### src/rtl/ifu_pkg.sv
// Shared types and constants for the instruction fetch unit.
package ifu_pkg;

    localparam int unsigned XLEN = 32;
    localparam logic [XLEN-1:0] NOP_INSTR = 32'h0000_0013;

    localparam int unsigned OPCODE_LSB = 0;
    localparam int unsigned OPCODE_W   = 7;
    localparam int unsigned FUNCT3_LSB = 12;
    localparam int unsigned FUNCT3_W   = 3;
    localparam int unsigned FUNCT7_LSB = 25;
    localparam int unsigned FUNCT7_W   = 7;

    typedef struct packed {
        logic [XLEN-1:0] instr;
        logic [XLEN-1:0] pc;
    } fetch_entry_t;

endpackage

### src/rtl/instr_fetch_unit_if.sv
// Instruction memory request/return handshake between the fetch unit and imem.
interface instr_fetch_unit_if;
    import ifu_pkg::*;

    logic            req;
    logic [XLEN-1:0] addr;
    logic            gnt;
    logic            rvalid;
    logic [XLEN-1:0] rdata;

    modport master (output req, output addr, input gnt, input rvalid, input rdata);
    modport slave  (input req, input addr, output gnt, output rvalid, output rdata);

endinterface

### src/rtl/ifu_fifo.sv
// Prefetch queue: DEPTH-entry synchronous FIFO of {instr, pc} with flush.
module ifu_fifo
    import ifu_pkg::*;
#(
    parameter int unsigned DEPTH = 2
) (
    input  logic                   clk,
    input  logic                   rst,
    input  logic                   push,
    input  fetch_entry_t           wdata,
    input  logic                   pop,
    input  logic                   flush,
    output logic [$clog2(DEPTH):0] count,
    output fetch_entry_t           head
);

    localparam int unsigned AW = $clog2(DEPTH);
    localparam int unsigned CW = AW + 1;

    fetch_entry_t   mem_q [DEPTH];
    logic [AW-1:0]  rd_ptr_q, wr_ptr_q;
    logic [CW-1:0]  count_q;

    always_ff @(posedge clk or negedge rst) begin
        if (!rst) begin
            rd_ptr_q <= '0;
            wr_ptr_q <= '0;
            count_q  <= '0;
        end else if (flush) begin
            rd_ptr_q <= '0;
            wr_ptr_q <= '0;
            count_q  <= '0;
        end else begin
            if (push) wr_ptr_q <= wr_ptr_q + AW'(1);
            if (pop)  rd_ptr_q <= rd_ptr_q + AW'(1);
            count_q <= count_q + CW'(push) - CW'(pop);
        end
    end

    // Storage needs no reset; count gates every read.
    always_ff @(posedge clk) begin
        if (push && !flush) mem_q[wr_ptr_q] <= wdata;
    end

    assign count = count_q;
    assign head  = mem_q[rd_ptr_q];

endmodule

### src/rtl/instr_fetch_unit.sv
// RV32I fetch front-end: PC, credit-limited imem requests, prefetch queue, redirect squash.
// Optional FETCH_BYPASS_EN: zero-latency forward of a return into an empty queue.
module instr_fetch_unit
    import ifu_pkg::*;
#(
    parameter logic [31:0] RESET_PC = 32'h0000_0000,
    parameter int unsigned DEPTH    = 2
) (
    input  logic                      clk,
    input  logic                      rst,
    instr_fetch_unit_if.master        imem,
    input  logic                      redirect_valid,
    input  logic [XLEN-1:0]           redirect_pc,
    output logic                      instr_valid,
    input  logic                      instr_ready,
    output logic [XLEN-1:0]           Instr,
    output logic [XLEN-1:0]           PC,
    output logic [XLEN-1:0]           PCPlus4,
    output logic [OPCODE_W-1:0]       Op,
    output logic [FUNCT3_W-1:0]       funct3,
    output logic [FUNCT7_W-1:0]       funct7
);

    localparam int unsigned CW = $clog2(DEPTH) + 1;
    localparam logic [CW:0] DEPTH_C = (CW+1)'(DEPTH);

    logic [XLEN-1:0] fetch_pc_q;
    logic [CW-1:0]   outstanding_q, discard_q;
    logic [CW-1:0]   count;
    logic [CW:0]     inflight;
    fetch_entry_t    head, ret_entry, out_entry;
    logic            fifo_empty, grant, ret_valid, ret_drop, ret_keep;
    logic            bypass, pop, fifo_pop, push;
    logic            unused_redirect_lsb;

    assign unused_redirect_lsb = ^redirect_pc[1:0];

    assign inflight  = {1'b0, outstanding_q} + {1'b0, count};
    assign imem.req  = rst && (inflight < DEPTH_C) && !redirect_valid;
    assign imem.addr = fetch_pc_q;
    assign grant     = imem.req && imem.gnt;

    // Returns with nothing outstanding are protocol errors and ignored.
    assign ret_valid = imem.rvalid && (outstanding_q != '0);
    assign ret_drop  = ret_valid && (discard_q != '0);
    assign ret_keep  = ret_valid && (discard_q == '0);

    // In-order returns: oldest live request was issued outstanding words back.
    assign ret_entry.instr = imem.rdata;
    assign ret_entry.pc    = fetch_pc_q - XLEN'({outstanding_q, 2'b00});

    assign fifo_empty = (count == '0);

    always_comb begin
        bypass    = 1'b0;
        out_entry = head;
`ifdef FETCH_BYPASS_EN
        if (fifo_empty && ret_keep) begin
            bypass    = 1'b1;
            out_entry = ret_entry;
        end
`endif
    end

    assign instr_valid = !fifo_empty || bypass;
    assign pop         = instr_valid && instr_ready && !redirect_valid;
    assign fifo_pop    = pop && !fifo_empty;
    assign push        = ret_keep && !redirect_valid && !(bypass && pop);

    ifu_fifo #(
        .DEPTH (DEPTH)
    ) u_fifo (
        .clk   (clk),
        .rst   (rst),
        .push  (push),
        .wdata (ret_entry),
        .pop   (fifo_pop),
        .flush (redirect_valid),
        .count (count),
        .head  (head)
    );

    always_ff @(posedge clk or negedge rst) begin
        if (!rst) begin
            fetch_pc_q    <= RESET_PC;
            outstanding_q <= '0;
            discard_q     <= '0;
        end else begin
            outstanding_q <= outstanding_q + CW'(grant) - CW'(ret_valid);
            if (redirect_valid) begin
                // Everything still in flight after this cycle belongs to the old path.
                fetch_pc_q <= {redirect_pc[XLEN-1:2], 2'b00};
                discard_q  <= outstanding_q - CW'(ret_valid);
            end else begin
                if (grant) fetch_pc_q <= fetch_pc_q + 32'd4;
                discard_q <= discard_q - CW'(ret_drop);
            end
        end
    end

    always_comb begin
        Instr   = NOP_INSTR;
        PC      = '0;
        PCPlus4 = '0;
        if (instr_valid) begin
            Instr   = out_entry.instr;
            PC      = out_entry.pc;
            PCPlus4 = out_entry.pc + 32'd4;
        end
    end

    assign Op     = Instr[OPCODE_LSB +: OPCODE_W];
    assign funct3 = Instr[FUNCT3_LSB +: FUNCT3_W];
    assign funct7 = Instr[FUNCT7_LSB +: FUNCT7_W];

endmodule

### src/flat_wrapper.sv
// flat-port wrapper written by rule: the top's interface ports become plain ports
module instr_fetch_unit_flat import ifu_pkg::*;
#(
    parameter logic [31:0] RESET_PC = 32'h0000_0000,
    parameter int unsigned DEPTH    = 2
)
  (clk, rst, redirect_valid, redirect_pc, instr_valid, instr_ready, Instr, PC, PCPlus4, Op, funct3, funct7, imem_req, imem_addr, imem_gnt, imem_rvalid, imem_rdata);
  instr_fetch_unit_if imem_i ();
  input  logic clk;
  input  logic rst;
  input  logic redirect_valid;
  input  logic [XLEN-1:0] redirect_pc;
  output logic instr_valid;
  input  logic instr_ready;
  output logic [XLEN-1:0] Instr;
  output logic [XLEN-1:0] PC;
  output logic [XLEN-1:0] PCPlus4;
  output logic [OPCODE_W-1:0] Op;
  output logic [FUNCT3_W-1:0] funct3;
  output logic [FUNCT7_W-1:0] funct7;
  output wire logic [$bits(imem_i.req)-1:0] imem_req;
  output wire logic [$bits(imem_i.addr)-1:0] imem_addr;
  input wire logic [$bits(imem_i.gnt)-1:0] imem_gnt;
  input wire logic [$bits(imem_i.rvalid)-1:0] imem_rvalid;
  input wire logic [$bits(imem_i.rdata)-1:0] imem_rdata;
  assign imem_req = imem_i.req;
  assign imem_addr = imem_i.addr;
  assign imem_i.gnt = imem_gnt;
  assign imem_i.rvalid = imem_rvalid;
  assign imem_i.rdata = imem_rdata;
  instr_fetch_unit #(.RESET_PC(RESET_PC), .DEPTH(DEPTH)) u_core (.clk(clk), .rst(rst), .imem(imem_i), .redirect_valid(redirect_valid), .redirect_pc(redirect_pc), .instr_valid(instr_valid), .instr_ready(instr_ready), .Instr(Instr), .PC(PC), .PCPlus4(PCPlus4), .Op(Op), .funct3(funct3), .funct7(funct7));
endmodule
### config.mk
export PLATFORM = sky130hd
export DESIGN_NAME = instr_fetch_unit_flat
export DESIGN_NICKNAME = d
export VERILOG_FILES = /design/src/rtl/ifu_pkg.sv /design/src/rtl/instr_fetch_unit_if.sv /design/src/rtl/ifu_fifo.sv /design/src/rtl/instr_fetch_unit.sv /design/src/flat_wrapper.sv
export SDC_FILE = /design/constraint.sdc
export NUM_CORES = 1
export LEC_CHECK = 0
export BUFFER_PORTS_ARGS = -buffer_cell sky130_fd_sc_hd__buf_2
export CAP_MARGIN = 20
export CORE_MARGIN = 2
export CORE_UTILIZATION = 58
export DETAILED_ROUTE_END_ITERATION = 8
export GPL_ROUTABILITY_DRIVEN = 1
export PLACE_DENSITY = 0.95
export SLEW_MARGIN = 25
export SYNTH_ARGS = -nofsm -noshare
export SYNTH_HDL_FRONTEND = slang
export SYNTH_SLANG_ARGS = --single-unit
### constraint.sdc
create_clock -name clk -period 5.9 [get_ports clk]
set_input_delay 0.885 -clock clk [delete_from_list [all_inputs] [get_ports clk]]
set_output_delay 0.885 -clock clk [all_outputs]
set_load 0.1 [all_outputs]
; ---- After elaboration in Yosys (flattened, before gate mapping)
; Memories as Yosys holds them, arrays and structs flattened.
; Index checks and enable logic that the tools add are counted.
[classes]
n_addsub = 12
magnitude_cmp = 1
mux = 13
n_reduce_logical = 20
[ops]
columns = operator, count
row1 = 32-bit 2-to-1 mux, 5
row2 = "32-bit by 3-bit adder with 32-bit output, second input constant", 2
row3 = 32-bit by 4-bit subtractor with 32-bit output, 1
row4 = 1-bit logical AND, 11
row5 = 2-bit nonzero test, 5
row6 = 2-bit by 1-bit subtractor with 2-bit output, 4
row7 = 1-bit 2-to-1 mux, 6
row8 = 2-bit by 1-bit adder with 2-bit output, 2
row9 = 2-bit zero test, 2
row10 = 2-bit 2-to-1 mux, 2
row11 = 2-bit by 2-bit adder with 3-bit output, 1
row12 = "3-bit by 2-bit < comparator with 1-bit output, second input constant", 1
row13 = "1-bit adder, second input constant", 2
row14 = 1-bit zero test, 2
[totals]
register_bits = 40
ram_bits = 128
output_inout_bits = 147
mem_count = 1
[memory_table]
columns = memory, depth, width, read_ports, rd_clocked_by_memory_dff, wr, line_no
row1 = u_core.u_fifo.mem_q, 2, 64, 1, 0, 1, ifu_fifo.sv:20  ; fetch_entry_t mem_q [DEPTH];

; ---- Longest topological paths before layout
[depth]
word_depth = 7
ltp_mapped = 11
mapped_depth_nobuf = 10

; ---- Hierarchy
; From an unflattened synthesis, not the netlist that was laid out.
[unflattened]
hier_cells = 768
hier_area_um2 = 9027.4
[by_module_without_submodules]
columns = mod, n_inst, cells_per_inst, area_per_inst_um2, seq_area_each_um2
row1 = ifu_fifo, 1, 216, 5027.3, 3943.8
row2 = instr_fetch_unit, 1, 552, 4000.1, 850.8

; ---- Least setup slack after synthesis
; No wires, ideal clock.
[synth_timing]
path_kind = register to output
from = register u_core.u_fifo.rd_ptr_q
to = output PCPlus4[26]
arrival_time_ns = 5.076
slack_ns = -0.061
stages_incl_launch_ff = 11
path_cell_list = dfrtp_1 > buf_2 > buf_4 > buf_4 > mux2_2 > ha_1 > nand4b_1 > nand2_1 > nand3_2 > buf_2 > o41ai_1
[synth_between]
elab_chain_cells = 3
[synth_rtl]
columns = element, line_no
row1 = "start, declared", ifu_fifo.sv:21  ; logic [AW-1:0] rd_ptr_q, wr_ptr_q;
row2 = "start signal, assigned", ifu_fifo.sv:35  ; if (pop) rd_ptr_q <= rd_ptr_q + AW'(1);
row3 = memory 2 x 64 bit, --
row4 = 32-bit by 3-bit adder with 32-bit output, instr_fetch_unit.sv:108  ; PCPlus4 = out_entry.pc + 32'd4;
row5 = 32-bit 2-to-1 mux, instr_fetch_unit.sv:105  ; if (instr_valid) begin
row6 = "end, declared", flat_wrapper.sv:17  ; output logic [XLEN-1:0] PCPlus4;
; Every way passes these cells.

; ---- Final worst setup path
[layout_timing]
from = register u_core.u_fifo.rd_ptr_q
to = output PCPlus4[31]
; Same word-level chain as after synthesis.

==> results.md <==
* Slew Viols, Final at 0
* Hold_ws at 576 ps
* Seq/Total Area, Yosys at 54.0%
* R2R Setup Slk at 3050 ps
* Initial antenna violation count at 0
* Post-route ant nets at 0
* Crit-path max FO at 79
* Worst r2r src: u_core.u_fifo.count[0]$_DFF_PN0_
* Vias in the first global route at 6324
* Cts hold-fix bufs at 0
* Buffers on Ports at 208
* First-pass GRT wire length at 32100 um
* Area Overhead vs Synth at 17.6%
* Worst endpoint required time at 5020 ps
* Clock root cell: clkbuf_16
* TritonCTS Buffers at 17
* Max-cap violations at 0
* CP Launch Type: flip-flop
* Sequential Power Share at 34.3%
* Least-Margin Pin Slew at 1040 ps
* Initial Utilization at 59.4%
* EDFF count, synth at 124
* P_leak at 0.00409 uW
* Clock Latency Late Sink at 420 ps
* F_max at 0.199 GHz
* Drt wl/cell at 17.6 um
* RSZ-0062 raised after global routing: no
* Combinational share of power at 41.3%
* Dominant synthesized flop cell: edfxtp_1
* Worst VDD drop at 306 uV
* Clk sinks at 162
* Final #Nets at 1029
* Core area at 14600 um2
* Asr flop ratio synth at 23.5%
* Postcts setup bufs at 0
* Cell count after synthesis at 780
* Clock buffer depth at 2
* Final worst path period share at 85.1%
* Post-synthesis cell type count at 65
* Core Rows at 44
* Crit path time final at 5020 ps
* Slowest-stage cell, CP: dfrtp_4
* Area of the die at 15900 um2
* Post-Syn Area at 8660 um2
* Total grt overflow at 0
* # setup viols final at 0
* Largest net degree at the start of global routing at 80
* Core Util, Final at 69.8%
* Via count at 6689
* Htree depth at 4
* FF+latch count, synth at 162
* Drt pass-1 iters at 5
* Die W at 126 um
* Final Hold Viols at 0
* Reg2reg path depth at 8
* Sw Pwr at 2010 uW
* Critical-path cell list: nand3_1 > a22oi_4 > nand4_2 > nor4_1 > mux2_2 > buf_2
* Synthesis Warnings at 0
* Setup crit end kind: primary output
* Final Skew at 9.16 ps
* Relative slew slack at 30.6%
* Share of layout cells above drive strength 1 at 27.8%
* Total wire length at 20200 um
* Clock group share of total power at 24.4%
* Internal power at 2240 uW
* Status: finished clean
* Tot GR Track Use at 25.5%
* Ant. Diodes at 0
* Arrival @ worst endpoint at 4130 ps
* FF-to-FF End: u_core.imem.addr[15]$_DFFE_PN0P_
* Net Sw Frac at 47.3%
* I/O pins at 217
* DP HPWL at 14500 um
* Die Y at 126 um
* DR vias/cell at 5.84
* Crit path kind: flip-flop to primary output
* Clock transition at path regs at 60 ps
* Placer Congestion at 0.851
* Hold/Removal Path Class: input port to asynchronous set/reset pin
* CP peak stage delay at 1100 ps
* CTS tree: done
* DRC viols at 0
* CTS resizes at 0
* Avg Cell Area, Syn at 11.1 um2
* Pwr/cell area at 417 nW/um2
* DRT iter0 DRCs at 424
==> worst max-delay path, delay by kind of cell, from the launching register on <==
| kind | cells | cell delay, ps |
|---|---|---|
| buf+inv | 1 | 410 |
| mux | 1 | 280 |
| compound gates | 1 | 400 |
| flops | 1 | 1100 |
| simple gates | 3 | 1490 |
==> routing by layer <==
layer	vias to the layer above	routed length (um)	GRT usage (%)
met3	33	1520	5.06
met5	-	0	0
met4	0	469	10.3
li1	3095	-	-
met1	3204	8310	33.8
met2	357	9910	41.6
==> cell families (layout without fill, tap and decap cells) <==
kind of cell    after synthesis  in the layout  synth area share [%]
compound gates               82             82                  6.46
mux                          65             65                  7.58
flops                       162            162                  54.0
other cells                   1              6                0.0433
buf+inv                      88            264                  5.34
simple gates                301            301                  17.8
xor+xnor                     70             70                  7.08
fa+ha+maj                    11             11                  1.76
==> area by class of cell <==
class / instances / area (um2)
Clock buffer: 17 / 425
Clock inverter: 15 / 134
Fill cell: 984 / 4400
Inverter: 18 / 67.6
Multi-Input combinational cell: 535 / 3570
Sequential cell: 162 / 4680
Tap cell: 184 / 230
Timing Repair Buffer: 214 / 1090
==> cell usage in the layout (no fill, tap or decap), types with 13 or more instances in the layout <==
master	netlist	layout
buf_2	19	208
clkbuf_16	0	17
dfrtp_1	38	37
edfxtp_1	124	124
inv_1	17	17
mux2i_1	60	60
nand2_1	76	76
nand3_1	30	30
nand4_1	15	15
nor2_1	93	90
nor3_1	13	13
o21ai_0	20	20
o21ai_1	18	18
xnor2_1	32	32
xor2_1	38	38
==> sequential cells by signal, indices dropped and copies added, names as in the netlist <==
signal and count:
u_core.u_fifo.mem_q 124, u_core.imem.addr 30, u_core.discard_q 2, u_core.outstanding_q 2, u_core.u_fifo.count 2, u_core.u_fifo.rd_ptr_q 1
u_core.u_fifo.wr_ptr_q 1
==> cells in the mapped netlist (2+ instances only) <==
cell type  number  area [um2]
nor2_1         93         349
edfxtp_1      124        3720
fa_1            2        40.0
inv_1          17        63.8
o21ai_0        20         100
nand4b_1        5        43.8
nand3b_1       10        75.1
clkbuf_1       20        75.1
a211oi_1        3        22.5
ha_1            9         113
and3_1          7        43.8
xor2_1         38         333
mux2i_1        60         601
and2_1          9        56.3
and4b_1         2        20.0
a22oi_1         2        15.0
nor3b_1         2        15.0
a21boi_0        2        15.0
nand3_1        30         150
mux2_2          4        45.0
buf_2          19        95.1
xnor2_1        32         280
nor3_1         13        65.1
o41ai_1         5        43.8
a22o_1          2        17.5
dfrtp_1        38         951
nor2b_1         3        18.8
a21oi_1         5        25.0
nor4_1         10        62.6
nand2b_1        8        50.1
and4_1          4        35.0
o21a_1          3        22.5
or4_1           2        15.0
o21ai_1        18        90.1
a31oi_1         3        18.8
nand2_1        76         285
buf_1           3        11.3
o31ai_1        10        75.1
buf_4          27         203
nand4_1        15        93.8
==> metrics by stage <==
step / power, uW / cells / cell area [um2] / setup slack [ps] / setup TNS [ps]
final: 4240 / 1145 / 10200 / 881 / 0
after global routing: 4390 / 1145 / 10200 / 845 / 0
after CTS: 4260 / 1145 / 10200 / 1000 / 0
after detailed placement: 3230 / 1113 / 9630 / 1450 / 0
after global placement: 3190 / 1113 / 9630 / 1580 / 0
after floorplan: 2960 / 785 / 8680 / -61.3 / -184
==> worst max-delay path by stage <==
stage | start | end | slack (ps) | cells past startpoint
floorplan | u_core.u_fifo.rd_ptr_q$_DFFE_PN0P_ | PCPlus4[26] | -60 | 10
global placement | u_core.u_fifo.rd_ptr_q$_DFFE_PN0P_ | PCPlus4[18] | 1580 | 7
detailed placement | u_core.u_fifo.rd_ptr_q$_DFFE_PN0P_ | PCPlus4[31] | 1450 | 6
CTS | u_core.u_fifo.rd_ptr_q$_DFFE_PN0P_ | PCPlus4[31] | 1000 | 6
global route | u_core.u_fifo.rd_ptr_q$_DFFE_PN0P_ | PCPlus4[31] | 840 | 6
finish | u_core.u_fifo.rd_ptr_q$_DFFE_PN0P_ | PCPlus4[31] | 880 | 6
==> power by group through the flow <==
| stage | registers [uW] | logic [uW] | clock network [uW] |
|---|---|---|---|
| finish | 1450 | 1750 | 1040 |
| global route | 1470 | 1830 | 1090 |
| CTS | 1450 | 1760 | 1050 |
| detailed placement | 1480 | 1750 | 0 |
| global placement | 1470 | 1720 | 0 |
| floorplan | 1560 | 1400 | 0 |
Note: power is estimated with default switching activity, not from simulation.
